===== src/rtl/proc_defs.sv =====
// proc_defs: shared widths, opcode constants and fetch-state encoding
package proc_defs;
  localparam int WORD_W = 16;
  localparam logic [2:0] LDI = 3'b101;
  localparam logic [2:0] OUT = 3'b100;
  localparam logic [2:0] REP = 3'b111;
  typedef enum logic [1:0] {IDLE = 2'd0, RUNNING = 2'd1, HALTED = 2'd2} state_t;
endpackage


===== src/rtl/instr_mem.sv =====
// instr_mem: program store with one synchronous write port and a combinational read port
module instr_mem import proc_defs::*; #(
  parameter int ADDR_W = 6,
  parameter int DEPTH  = 64
) (
  input  logic              clock,
  input  logic              we,
  input  logic [ADDR_W-1:0] waddr,
  input  logic [WORD_W-1:0] wdata,
  input  logic [ADDR_W-1:0] raddr,
  output logic [WORD_W-1:0] rdata
);
  logic [WORD_W-1:0] mem [DEPTH];
  always_ff @(posedge clock)
    if (we) mem[waddr] <= wdata;
  assign rdata = mem[raddr];
endmodule


===== src/rtl/instr_fetch.sv =====
// instr_fetch: serially loaded program store feeding one instruction word per SLOT_CYCLES-clock slot
module instr_fetch import proc_defs::*; #(
  parameter int ADDR_W      = 6,
  parameter int DEPTH       = 64,
  parameter int SLOT_CYCLES = 4
) (
  input  logic              clock,
  input  logic              reset,
  input  logic              load_en,
  input  logic [ADDR_W-1:0] load_addr,
  input  logic [WORD_W-1:0] load_data,
  input  logic              run,
  output logic [WORD_W-1:0] iin,
  output logic [ADDR_W-1:0] pc,
  output logic [1:0]        slot,
  output logic              instr_start,
  output logic              busy,
  output logic              halted
);
  state_t            state_q, state_d;
  logic [ADDR_W-1:0] pc_q, pc_d, raddr;
  logic [1:0]        slot_q, slot_d;
  logic [ADDR_W:0]   len_q, len_d, len_w, addr_len, pc_inc;
  logic [WORD_W-1:0] iin_q, iin_d, rdata, word0;
  logic              start_q, start_d, stopped, we, last_slot;
  instr_mem #(.ADDR_W(ADDR_W), .DEPTH(DEPTH)) u_mem (
    .clock(clock), .we(we), .waddr(load_addr), .wdata(load_data), .raddr(raddr), .rdata(rdata)
  );
  always_comb begin
    stopped   = state_q != RUNNING;
    we        = load_en && stopped;
    addr_len  = {1'b0, load_addr} + (ADDR_W+1)'(1);
    len_w     = (we && addr_len > len_q) ? addr_len : len_q;
    last_slot = slot_q == 2'(SLOT_CYCLES - 1);
    pc_inc    = {1'b0, pc_q} + (ADDR_W+1)'(1);
    raddr     = stopped ? '0 : pc_q + ADDR_W'(1);
    // a same-cycle write to word 0 must win over the stale array contents
    word0     = (we && load_addr == '0) ? load_data : rdata;
    state_d   = state_q;
    pc_d      = pc_q;
    slot_d    = slot_q;
    len_d     = len_w;
    iin_d     = iin_q;
    start_d   = 1'b0;
    if (stopped && run) begin
      state_d = (len_w != '0) ? RUNNING : HALTED;
      if (len_w != '0) begin
        pc_d    = '0;
        slot_d  = '0;
        iin_d   = word0;
        start_d = 1'b1;
      end
    end else if (!stopped) begin
      slot_d = last_slot ? 2'd0 : slot_q + 2'd1;
      if (last_slot && pc_inc < len_q) begin
        pc_d    = pc_q + ADDR_W'(1);
        iin_d   = rdata;
        start_d = 1'b1;
      end else if (last_slot) begin
        state_d = HALTED;
      end
    end
  end
  always_ff @(posedge clock)
    if (reset) begin
      state_q <= IDLE;
      pc_q    <= '0;
      slot_q  <= '0;
      len_q   <= '0;
      iin_q   <= '0;
      start_q <= 1'b0;
    end else begin
      state_q <= state_d;
      pc_q    <= pc_d;
      slot_q  <= slot_d;
      len_q   <= len_d;
      iin_q   <= iin_d;
      start_q <= start_d;
    end
  assign iin         = iin_q;
  assign pc          = pc_q;
  assign slot        = slot_q;
  assign instr_start = start_q;
  assign busy        = state_q == RUNNING;
  assign halted      = state_q == HALTED;
endmodule


===== config.mk =====
export PLATFORM = sky130hd
export DESIGN_NAME = instr_fetch
export DESIGN_NICKNAME = d
export VERILOG_FILES = /design/src/rtl/proc_defs.sv /design/src/rtl/instr_mem.sv /design/src/rtl/instr_fetch.sv
export SDC_FILE = /design/constraint.sdc
export NUM_CORES = 1
export LEC_CHECK = 0
export ABC_CLOCK_PERIOD_IN_PS = 4070
export CAP_MARGIN = 40
export CORE_UTILIZATION = 43
export CTS_CLUSTER_SIZE = 30
export DETAILED_ROUTE_END_ITERATION = 16
export MAX_ROUTING_LAYER = met4
export PLACE_DENSITY = 0.67
export SLEW_MARGIN = 10
export SYNTH_ARGS = -nofsm -noshare
export SYNTH_HDL_FRONTEND = slang
export SYNTH_HIERARCHICAL = 1
export SYNTH_SLANG_ARGS = --single-unit

===== constraint.sdc =====
create_clock -name clock -period 4.07 [get_ports clock]
set_clock_uncertainty 0.15 [all_clocks]
set_input_delay 0.814 -clock clock [delete_from_list [all_inputs] [get_ports clock]]
set_output_delay 0.814 -clock clock [all_outputs]
set_load 0.03 [all_outputs]

==> results.md <==
* Outcome: completed
* Final hold vios at 0
* DP Area at ~0.045 mm²
* Xor and xnor area share after synthesis at 0.00167
* Mapped Area at 0.0419 mm²
* Flop-to-flop setup slack at 0.19 ns
* Post-DR vias/cell at 5.81
* Hold Crit Class: flop to flop
* First-pass GRT wire length at 147 mm
* Final nets at about 2400
* Drt pass-1 iters at 6
* Crit. End Element: flop
* Die Span Y at 314 µm
* Slew Limit Headroom at 0.464
* Clock root buffer: clkbuf_16
* Adder-Cell Fraction of Synth Area at 0.00507
* Number of synthesized flops with an enable pin at around 1000
* Largest net degree at the start of global routing at 56
* IO Pins at 53
* Peak VDD IR at 0.000396 V
* WP data required at roughly 4.5 ns
* Die area at 0.0988 mm²
* Synth warnings at 6
* RSZ-0062 raised after global routing: false
* Pre-CTS WS at -0.191 ns
* Setup WS post-layout at 0.194 ns
* Cell accounting for the most synthesized area: edfxtp_1
* Share of cells above drive strength 1 at 0.273
* Core area at 0.0967 mm²
* Total CTS buffers at 102
* Aggregate global-route resource usage at 0.211
* DRC at 0
* Syn Area/Cell at 20.3 µm²
* Max-cap violation count at 0
* Fmax at approximately 260 MHz
* Main combinational cell family by area after synthesis: multiplexers
* Main synth FF type: edfxtp_1
* Period utilisation layout at 0.952
* Critical path class: flop to flop
* Sink Count at approximately 1100
* Die Span X at 314 µm
* Dpl hpwl at 64.2 mm
* Leakage at around 15 nW
* Wirelength, routed at 100 mm
* Seq/Total Area, Yosys at 0.749
* GP Congestion at 0.901
* Synthesized flop and latch total at ~1100
* Synth Instances at 2062
* Number of global-route vias before repair at 21500
* Final Max Tran Viols at 0
* Syn nets at 2105
* Initial core utilization at 0.434
* Mux share of post-synthesis cell area at 0.152
* Clock tree buffer depth at 3
* Iter 0 DRT Violations at 2540
* Pwr dens at between 400 and 500 mW/mm²
* Aggregate global routing overflow at 0
* Synth Area in Simple Gates at 0.0346
* Routed length per instance at 27.3 µm
* Post-synthesis async set-or-reset flop share at 0
* H-tree level count at 3
* Worst setup SP type: flop
* Post-layout minimum cycle time at around 3.9 ns
* Placement row count at between 100 and 150
* Top cells by area, synth: edfxtp_1 73%, mux4_2 12%, mux2i_1 2.4%
* Synth-to-Final Area Change at 15.6%
* Post-DRT Antenna Nets at 0
* Synth Area in Compound Gates at 0.0361
* Clk Latency, worst-skew pair at 0.69 ns
* Final setup fails at 0
* DR vias at 21400
* CP Max Fanout at 21
* Synth cell types at 70
* Initial antenna violation count at 5
* CP Data Arrival Time at 4.32 ns
* Finished Cell Area at 0.0485 mm²
* Post-CTS Setup Inserts at 0
* Post-synth top area share at 0.733
* Worst-margin pin slew at 0.804 ns
* I/O Buffers at 52
* CTS tree: yes
* Clock transition at the registers of the reported paths at 0.06 ns
[synthesized netlist by cell type, drive strengths merged (8+ instances only)]
library cell	n
nand2	70
nor2	92
a211oi	13
a311oi	9
ha	17
nand3	37
a221oi	16
nand4	16
mux2i	101
o211a	17
edfxtp	1024
mux2	28
nor2b	32
nor3	8
a211o	8
a31oi	10
a22oi	39
a21oi	27
buf	86
inv	17
mux4	224
dfxtp	34
clkbuf	33
o21ai	28
[timing repair]
item	in CTS	in global routing
hold buffers	0	0
setup endpoints to repair	0	1
resized for setup	0	1
[flip-flops by register name, indices dropped and copies added (netlist names)]
name         cells
u_mem/mem     1024
instr_start      1
pc               6
len_q            7
slot             2
iin             16
state_q          2
[final timing paths]
kind              startpoint  endpoint  depth (start not counted)
hold reg to reg     len_q[1]  len_q[1]                          2
setup / recovery       pc[0]    iin[5]                         12
setup reg to reg       pc[0]    iin[5]                         12
hold / removal      len_q[1]  len_q[1]                          2
[layer usage]
metal | vias up | global-route usage | wire length (µm)
met5 | - | - | 0
met1 | 11100 | 0.286 | 40800
met4 | 0 | 0.0691 | 3220
li1 | 9074 | - | -
met2 | 997 | 0.319 | 47300
met3 | 186 | 0.0457 | 9090
[cells by family after synthesis]
logic type | after synthesis
AO/OA/AOI/OAI | 198
XOR/XNOR | 8
adder cells (fa/ha/maj) | 17
buffers and inverters | 136
flip-flops | 1058
multiplexers | 353
AND/OR/NAND/NOR | 292
[report_power, final]
part / internal, mW / total (mW) / switching, mW
Combinational: 0.963 / 2.14 / 1.18
Sequential: 12.0 / 12.1 / 0.0624
Clock: 5.39 / 9.47 / 4.08
[cell usage in the layout (no fill, tap or decap), types with 8 or more instances in the layout]
cell type,instances
a211o_1,8
a211oi_1,13
a21oi_1,27
a221oi_1,16
a22oi_1,39
a311oi_1,9
a31oi_1,10
buf_12,23
buf_2,16
buf_4,191
bufinv_16,11
clkbuf_1,21
clkbuf_16,103
clkdlybuf4s50_1,36
clkinv_1,20
clkinv_2,23
dfxtp_1,34
edfxtp_1,1024
ha_1,17
inv_1,17
mux2_2,27
mux2i_1,101
mux4_2,220
nand2_1,68
nand3_1,35
nand4_1,16
nor2_1,88
nor2b_1,31
o211a_1,16
o21ai_0,13
o21ai_1,14
[layout make-up]
type	instances	area, µm²
clock buffer	124	2660
inverter	17	63.8
sequential	1058	31400
multi-input combinational	868	9670
timing repair buffer	268	2370
clock inverter	65	702
fill	7712	48200
tap	1276	1600
antenna	7	17.5
[critical path: stages (launching register included)]
cell     delay [ns]
dfxtp_1        0.53
ha_1           0.28
nand3_1        0.15
xnor2_1        0.29
and2_2         0.59
nor2b_1        0.21
buf_4          0.24
a22oi_1        0.31
nand3_1        0.21
and4_1         0.31
mux2i_1        0.17
o21ai_0        0.15
o211a_1        0.15
[per-stage QoR]
stage / util / cells / total power [mW] / setup TNS (ns) / hold WS, ns
after floorplan: - / 2062 / 13.8 / 0 / 0.299
after global placement: 0.465 / 3476 / 14.4 / -0.261 / 0.323
after detailed placement: 0.466 / 3484 / 14.5 / -1.03 / 0.325
after CTS: 0.501 / 3673 / 23.9 / 0 / 0.328
after global routing: 0.501 / 3678 / 24.4 / 0 / 0.354
final: 0.502 / 3683 / 23.7 / 0 / 0.340
No activity file was read; power rests on OpenSTA's default activity.
